[config.mk]
export PLATFORM = sky130hd
export DESIGN_NAME = graph_bfs_path
export DESIGN_NICKNAME = d
export VERILOG_FILES = /design/src/rtl/graph_pkg.sv /design/src/rtl/graph_parent_table.sv /design/src/rtl/graph_bfs_path.sv
export SDC_FILE = /design/constraint.sdc
export NUM_CORES = 2
export LEC_CHECK = 0
export ABC_CLOCK_PERIOD_IN_PS = 10900
export BUFFER_PORTS_ARGS = -buffer_cell sky130_fd_sc_hd__buf_4
export CAP_MARGIN = 40
export CORE_AREA = 3 3 425 427
export CTS_CLUSTER_SIZE = 8
export DETAILED_ROUTE_END_ITERATION = 10
export DIE_AREA = 0 0 428 430
export GPL_ROUTABILITY_DRIVEN = 0
export PLACE_DENSITY = 0.74
export SLEW_MARGIN = 20
export SYNTH_ARGS = -nofsm -noshare
export SYNTH_HDL_FRONTEND = slang
export SYNTH_SLANG_ARGS = --single-unit
[constraint.sdc]
create_clock -name CLK -period 10.9 [get_ports CLK]
set_input_delay 3.27 -clock CLK [delete_from_list [all_inputs] [get_ports CLK]]
set_output_delay 3.27 -clock CLK [all_outputs]
set_load 0.005 [all_outputs]
[src/rtl/graph_pkg.sv]
// rtl/graph_pkg.sv - shared types and helpers for the BFS path engine
package graph_pkg;

  typedef enum logic [2:0] {
    IDLE,
    INIT,
    SCAN,
    LEVEL_END,
    TRACE,
    FINISH
  } state_e;

  localparam int RAM_LAT    = 1;
  localparam int MAX_NODE_W = 16;
  localparam int EW_MAX     = 2 * MAX_NODE_W;

  function automatic int clog2(input int v);
    int r;
    r = 0;
    while ((1 << r) < v) r++;
    return (r < 1) ? 1 : r;
  endfunction

  // first=1 selects the upper pose of an edge word, first=0 the lower one
  function automatic logic [MAX_NODE_W-1:0] edge_pose(input logic [EW_MAX-1:0] word,
                                                      input int node_w,
                                                      input logic first);
    logic [EW_MAX-1:0] sh;
    logic [EW_MAX-1:0] msk;
    sh  = first ? (word >> node_w) : word;
    msk = ~({EW_MAX{1'b1}} << node_w);
    return MAX_NODE_W'(sh & msk);
  endfunction

endpackage

[src/rtl/graph_parent_table.sv]
// rtl/graph_parent_table.sv - per-node parent pointer register file
module graph_parent_table #(
  parameter int N_NODE = 66,
  parameter int NODE_W = 8
) (
  input  logic              CLK,
  input  logic              we_i,
  input  logic [NODE_W-1:0] waddr_i,
  input  logic [NODE_W-1:0] wdata_i,
  input  logic [NODE_W-1:0] raddr_i,
  output logic [NODE_W-1:0] rdata_o
);

  logic [NODE_W-1:0] mem_q [N_NODE];

  always_ff @(posedge CLK) begin
    for (int n = 0; n < N_NODE; n++) begin
      if (we_i && waddr_i == NODE_W'(n)) mem_q[n] <= wdata_i;
    end
  end

  always_comb begin
    rdata_o = '0;
    for (int n = 0; n < N_NODE; n++) begin
      if (raddr_i == NODE_W'(n)) rdata_o = mem_q[n];
    end
  end

endmodule

[src/rtl/graph_bfs_path.sv]
// rtl/graph_bfs_path.sv - level-by-level BFS over an edge RAM, streams start->end pose chain
module graph_bfs_path
  import graph_pkg::*;
#(
  parameter int N_NODE    = 66,
  parameter int N_EDGE    = 1034,
  parameter int MAX_LEVEL = 10,
  parameter int NODE_W    = 8,
  parameter int ADDR_W    = 11
) (
  input  logic                               CLK,
  input  logic                               RST_n,
  input  logic                               start,
  input  logic [NODE_W-1:0]                  startPose,
  input  logic [NODE_W-1:0]                  endPose,
  input  logic [N_EDGE-1:0]                  edgeMask,
  output logic [ADDR_W-1:0]                  ramAddress,
  input  logic [2*NODE_W-1:0]                ramData,
  output logic                               busy,
  output logic                               done,
  output logic                               found,
  output logic [clog2(MAX_LEVEL+1)-1:0]      pathLen,
  output logic                               pathValid,
  output logic [NODE_W-1:0]                  pathPose,
  input  logic                               pathReady
);

  localparam int LEN_W = clog2(MAX_LEVEL + 1);
  localparam int CNT_W = ADDR_W + 1;
  localparam logic [NODE_W:0]    NODE_LIM  = (NODE_W+1)'(N_NODE);
  localparam logic [CNT_W-1:0]   SCAN_LAST = CNT_W'(N_EDGE + RAM_LAT - 1);

  state_e              state_q;
  logic [NODE_W-1:0]   src_q, dst_q;
  logic [N_EDGE-1:0]   mask_q;
  logic [N_NODE-1:0]   visited_q, frontier_q, next_q, next_d;
  logic [LEN_W-1:0]    level_q;
  logic [CNT_W-1:0]    cnt_q;
  logic                dvld_q;
  logic [ADDR_W-1:0]   daddr_q;
  logic [ADDR_W-1:0]   ramAddress_q;
  logic                busy_q, done_q, found_q, pathValid_q;
  logic [LEN_W-1:0]    pathLen_q;
  logic [NODE_W-1:0]   pathPose_q;

  logic [NODE_W-1:0]   first_pose, second_pose, other_pose, from_pose, parent_pose;
  logic                first_in, second_in, take;

  function automatic logic bit_of(input logic [N_NODE-1:0] v, input logic [NODE_W-1:0] idx);
    logic r;
    r = 1'b0;
    for (int n = 0; n < N_NODE; n++) begin
      if (idx == NODE_W'(n)) r = v[n];
    end
    return r;
  endfunction

  function automatic logic [N_NODE-1:0] onehot(input logic [NODE_W-1:0] idx);
    logic [N_NODE-1:0] r;
    r = '0;
    for (int n = 0; n < N_NODE; n++) begin
      if (idx == NODE_W'(n)) r[n] = 1'b1;
    end
    return r;
  endfunction

  function automatic logic in_range(input logic [NODE_W-1:0] p);
    return {1'b0, p} < NODE_LIM;
  endfunction

  // Edge acceptance: data on ramData belongs to the address issued the previous cycle
  always_comb begin
    first_pose  = NODE_W'(edge_pose(EW_MAX'(ramData), NODE_W, 1'b1));
    second_pose = NODE_W'(edge_pose(EW_MAX'(ramData), NODE_W, 1'b0));
    first_in    = bit_of(frontier_q, first_pose);
    second_in   = bit_of(frontier_q, second_pose);
    other_pose  = first_in ? second_pose : first_pose;
    from_pose   = first_in ? first_pose : second_pose;
    take        = (state_q == SCAN) && dvld_q && !mask_q[daddr_q] &&
                  (first_pose != second_pose) &&
                  in_range(first_pose) && in_range(second_pose) &&
                  (first_in ^ second_in) &&
                  !bit_of(visited_q | next_q, other_pose);
    next_d      = take ? (next_q | onehot(other_pose)) : next_q;
  end

  graph_parent_table #(
    .N_NODE (N_NODE),
    .NODE_W (NODE_W)
  ) u_parent (
    .CLK     (CLK),
    .we_i    (take),
    .waddr_i (other_pose),
    .wdata_i (from_pose),
    .raddr_i (pathPose_q),
    .rdata_o (parent_pose)
  );

  always_ff @(posedge CLK) begin
    if (!RST_n) begin
      state_q      <= IDLE;
      src_q        <= '0;
      dst_q        <= '0;
      mask_q       <= '0;
      visited_q    <= '0;
      frontier_q   <= '0;
      next_q       <= '0;
      level_q      <= '0;
      cnt_q        <= '0;
      dvld_q       <= 1'b0;
      daddr_q      <= '0;
      ramAddress_q <= '0;
      busy_q       <= 1'b0;
      done_q       <= 1'b0;
      found_q      <= 1'b0;
      pathLen_q    <= '0;
      pathValid_q  <= 1'b0;
      pathPose_q   <= '0;
    end else begin
      done_q <= 1'b0;
      unique case (state_q)
        IDLE: begin
          if (start) begin
            src_q     <= startPose;
            dst_q     <= endPose;
            mask_q    <= edgeMask;
            busy_q    <= 1'b1;
            found_q   <= 1'b0;
            pathLen_q <= '0;
            state_q   <= INIT;
          end
        end
        INIT: begin
          if (!in_range(src_q) || !in_range(dst_q)) begin
            done_q  <= 1'b1;
            busy_q  <= 1'b0;
            state_q <= FINISH;
          end else if (src_q == dst_q) begin
            pathLen_q   <= '0;
            pathValid_q <= 1'b1;
            pathPose_q  <= src_q;
            state_q     <= TRACE;
          end else begin
            // rooted at the target so parent chains lead from start toward end
            visited_q    <= onehot(dst_q);
            frontier_q   <= onehot(dst_q);
            next_q       <= '0;
            level_q      <= '0;
            cnt_q        <= '0;
            dvld_q       <= 1'b0;
            ramAddress_q <= '0;
            state_q      <= SCAN;
          end
        end
        SCAN: begin
          next_q  <= next_d;
          dvld_q  <= (cnt_q < CNT_W'(N_EDGE));
          daddr_q <= ramAddress_q;
          cnt_q   <= cnt_q + CNT_W'(1);
          if (cnt_q < CNT_W'(N_EDGE - 1)) ramAddress_q <= ramAddress_q + ADDR_W'(1);
          if (cnt_q == SCAN_LAST) state_q <= LEVEL_END;
        end
        LEVEL_END: begin
          if (bit_of(visited_q | next_q, src_q)) begin
            pathLen_q   <= level_q + LEN_W'(1);
            pathValid_q <= 1'b1;
            pathPose_q  <= src_q;
            state_q     <= TRACE;
          end else if (next_q == '0 || (level_q + LEN_W'(1)) == LEN_W'(MAX_LEVEL)) begin
            found_q <= 1'b0;
            done_q  <= 1'b1;
            busy_q  <= 1'b0;
            state_q <= FINISH;
          end else begin
            visited_q    <= visited_q | next_q;
            frontier_q   <= next_q;
            next_q       <= '0;
            level_q      <= level_q + LEN_W'(1);
            cnt_q        <= '0;
            dvld_q       <= 1'b0;
            ramAddress_q <= '0;
            state_q      <= SCAN;
          end
        end
        TRACE: begin
          if (pathReady) begin
            if (pathPose_q == dst_q) begin
              found_q     <= 1'b1;
              pathValid_q <= 1'b0;
              done_q      <= 1'b1;
              busy_q      <= 1'b0;
              state_q     <= FINISH;
            end else begin
              pathPose_q <= parent_pose;
            end
          end
        end
        FINISH: begin
          state_q <= IDLE;
        end
        default: state_q <= IDLE;
      endcase
    end
  end

  assign ramAddress = ramAddress_q;
  assign busy       = busy_q;
  assign done       = done_q;
  assign found      = found_q;
  assign pathLen    = pathLen_q;
  assign pathValid  = pathValid_q;
  assign pathPose   = pathPose_q;

endmodule
==> flow_summary.yaml <==
floorplan:
  initial_core_util_pct: 46.06
  fp-row-count: 154
  dieArea_um2: 184000
  io_pins: 1097
  fp.dieW_um: 428
  core_area_um2: 176500
  die_y_um: 430
critical_path:
  cp_max_fo: 46
  arrival_ps: 9700
  cp-start-kind: "primary input"
  critPathKind: "primary input to flop"
  critPathCaptureType: "flop"
  cp.required_ps: 11450
layout:
  areaGrowthSynthToFinish_pct: 22.82
  drive_gt1_share_pct: 20.90
  fill_cells: 15040
  num-nets-final: 10750
  final_cell_mix: "nand2_1, dfxtp_1, a21oi_1, buf_4, edfxtp_1"
  layout_commonest_cell: "nand2_1"
cts:
  worstSkewPairLatency_ps: 940
  cts_tree: "done"
  cts_root_buf: "clkbuf_16"
  cts_buffers: 281
  max-clock-path-buffers: 4
  holdBufCountCts: 0
  cts_resized: 0
  postCtsSetupBuffers: 0
  cts.sinks: 1834
  htreeDepth: 5
  path_clk_slew_ps: 50
global_route:
  grt_max_degree: 216
  grt_pass1_vias: 73150
  grt.total_usage_pct: 34.65
  grt_pass1_wl_um: 480400
  met3_usage_pct: 13.64
  met1_usage_pct: 41.12
  use_met2_pct: 51.93
  overflow: 0
  grt_busiest_layer: "met2"
  antenna_found_initial: 110
logic_synthesis:
  yosysWarnings: 0
  async_reset_ff_share_pct: 0
  synthFlopType: "dfxtp_1"
  synth_cell_types: 101
  postSynthAreaPerCell_um2: 9.292
  synth-seq-cells: 1834
  synth_edf_count: 528
  synth_cells: 8750
  syn_area_um2: 81300
  synthesis.nets: 9826
  yosysSeqAreaShare_pct: 51.66
pwr:
  p_clk_share_pct: 33.5
  p_seq_share_pct: 38.7
  p_comb_share_pct: 27.8
  p_total_uw: 23170
  leakagePower_uw: 0.03594
  ir_worst_vdd_mv: 0.1729
  switching_power_uw: 8101
  internal_power_uw: 15070
  power.density_nw_per_um2: 232.0
  sw_frac_of_total_pct: 34.96
route:
  ant_nets: 0
  vias_per_cell: 6.340
  drc: 188
  wirelength_um: 335000
  first_iter_violations: 12750
  wire_per_inst_um: 27.47
  num_vias: 77330
  first_pass_iters: 11
sta:
  slew_violations: 0
  hold_viol: 0
  setup_viol: 0
  clock.fmax_ghz: 0.1093
  clock_skew_ps: 93.87
  slew_headroom_pct: 19.28
  worst_pin_slew_ps: 1211
  rsz0062_at_grt: "false"
  fin_crit_sh_pct: 83.98
  fin_tns_setup_ps: 0
  period_minus_slack_ps: 9153
outcome:
  status: "finished, violations left"
  violations: "design-rule violations"
run:
  maxCapViolCount: 0
hold_path:
  hp-class: "flop to flop"
placement:
  port_buffers: 1096
  post-dp-hpwl_um: 236100
per-layer routing:
layer | wire, µm | up-vias
met3 | 46290 | 1582
met4 | 27980 | 32
met2 | 146000 | 6089
li1 | - | 33020
met5 | 391 | -
met1 | 114400 | 36610
worst max-delay path, stage by stage:
cell and delay (ps):
buf_4 410, nor2b_1 260, a221oi_1 350, nor3_1 80, a211o_1 300, a211o_1 360, o41a_1 500, a211oi_4 570
buf_4 450, o32a_1 720, nand4_1 300, o2111ai_1 350, a221oi_2 120, nand2_1 140, and2_2 580, buf_4 420
and3_1 470
power by group through the flow:
stage	clock, µW	combinational, µW	sequential, µW
finish	7760	6440	8970
CTS	7810	6130	8910
detailed placement	0	6090	9020
global route	8090	6850	9030
floorplan	0	4070	8620
global placement	0	5930	8980
metrics by stage:
step / util (%) / hold slack (ps) / worst slack [ps] / std cells / cell area, µm²
after detailed placement: 51.93 / 441.2 / 975.1 / 11690 / 91650
after CTS: 56.26 / 449.1 / 1872 / 12070 / 99300
after global routing: 56.56 / 462.3 / 1553 / 12180 / 99820
final: 56.58 / 446.0 / 1747 / 12200 / 99860
after floorplan: - / 423.6 / 1610 / 8750 / 81300
after global placement: 51.65 / 434.3 / 983.7 / 11650 / 91160
synthesized netlist by cell type (all sizes together), types with 24 or more instances:
master | n | area (µm²)
edfxtp | 528 | 15860
mux2i | 79 | 819.5
nand4 | 27 | 168.9
a22oi | 58 | 440.4
nand2b | 33 | 214.0
a31oi | 32 | 221.5
o22ai | 58 | 362.9
a211oi | 103 | 785.8
a41oi | 40 | 350.3
nor3 | 193 | 965.9
nor4 | 37 | 231.5
and3 | 24 | 150.1
o21ai | 294 | 1475
xnor2 | 29 | 254.0
mux2 | 26 | 296.5
nand3 | 88 | 440.4
o221ai | 42 | 367.9
nor2 | 516 | 1937
nor2b | 43 | 269.0
a21oi | 1292 | 6470
mux4 | 335 | 7545
dfxtp | 1306 | 26150
clkbuf | 556 | 2088
nand2 | 2376 | 8919
inv | 102 | 382.9
a221oi | 46 | 409.1
buf | 108 | 550.5
o211ai | 29 | 217.7
registers in the layout (all words and copies together), names as in the netlist:
name and cells:
u_parent.mem_q 528, dvld_q 1, mask_q 1034, pathPose 8, level_q 4, daddr_q 11
visited_q 66, next_q 66, pathValid 1, pathLen 4, dst_q 8, found 1
frontier_q 66, ramAddress 11, src_q 8, busy 1, done 1, cnt_q 12
state_q 3
layout make-up:
class | count | area [µm²] | area share [%]
inverters | 102 | 390.4 | 0.3909
repair buffers | 1303 | 10180 | 10.19
diodes | 95 | 237.7 | 0.2381
clock inverters | 10 | 141.4 | 0.1416
clock buffers | 363 | 7508 | 7.519
well taps | 2340 | 2928 | 2.932
flip-flops and latches | 1834 | 42020 | 42.08
multi-input cells | 6150 | 36450 | 36.50
logic make-up (layout without fill, tap and decap cells):
logic type                 Yosys count  after routing  synth area share [%]
AOI/OAI and AO/OA                 2213           2213                 16.01
xor gates and xnor gates            47             47                0.5063
adders and majority gates            6              6               0.09233
buffers and inverters              766           1778                 3.717
DFF                               1834           1834                 51.66
muxes                              440            440                 10.65
other                                0             95                     0
and+or+nand+nor                   3444           3444                 17.36
path summary, 6_finish.rpt:
kind,start,to,slack [ps],cells after the start
worst max-delay path,ramData[9],u_parent.mem_q[49][0],1750,17
worst min-delay path,visited_q[21],visited_q[21],450,2
worst max register to register,daddr_q[0],u_parent.mem_q[49][0],3540,15
worst min register to register,visited_q[21],visited_q[21],450,2
(Power assumes the default switching activity.)
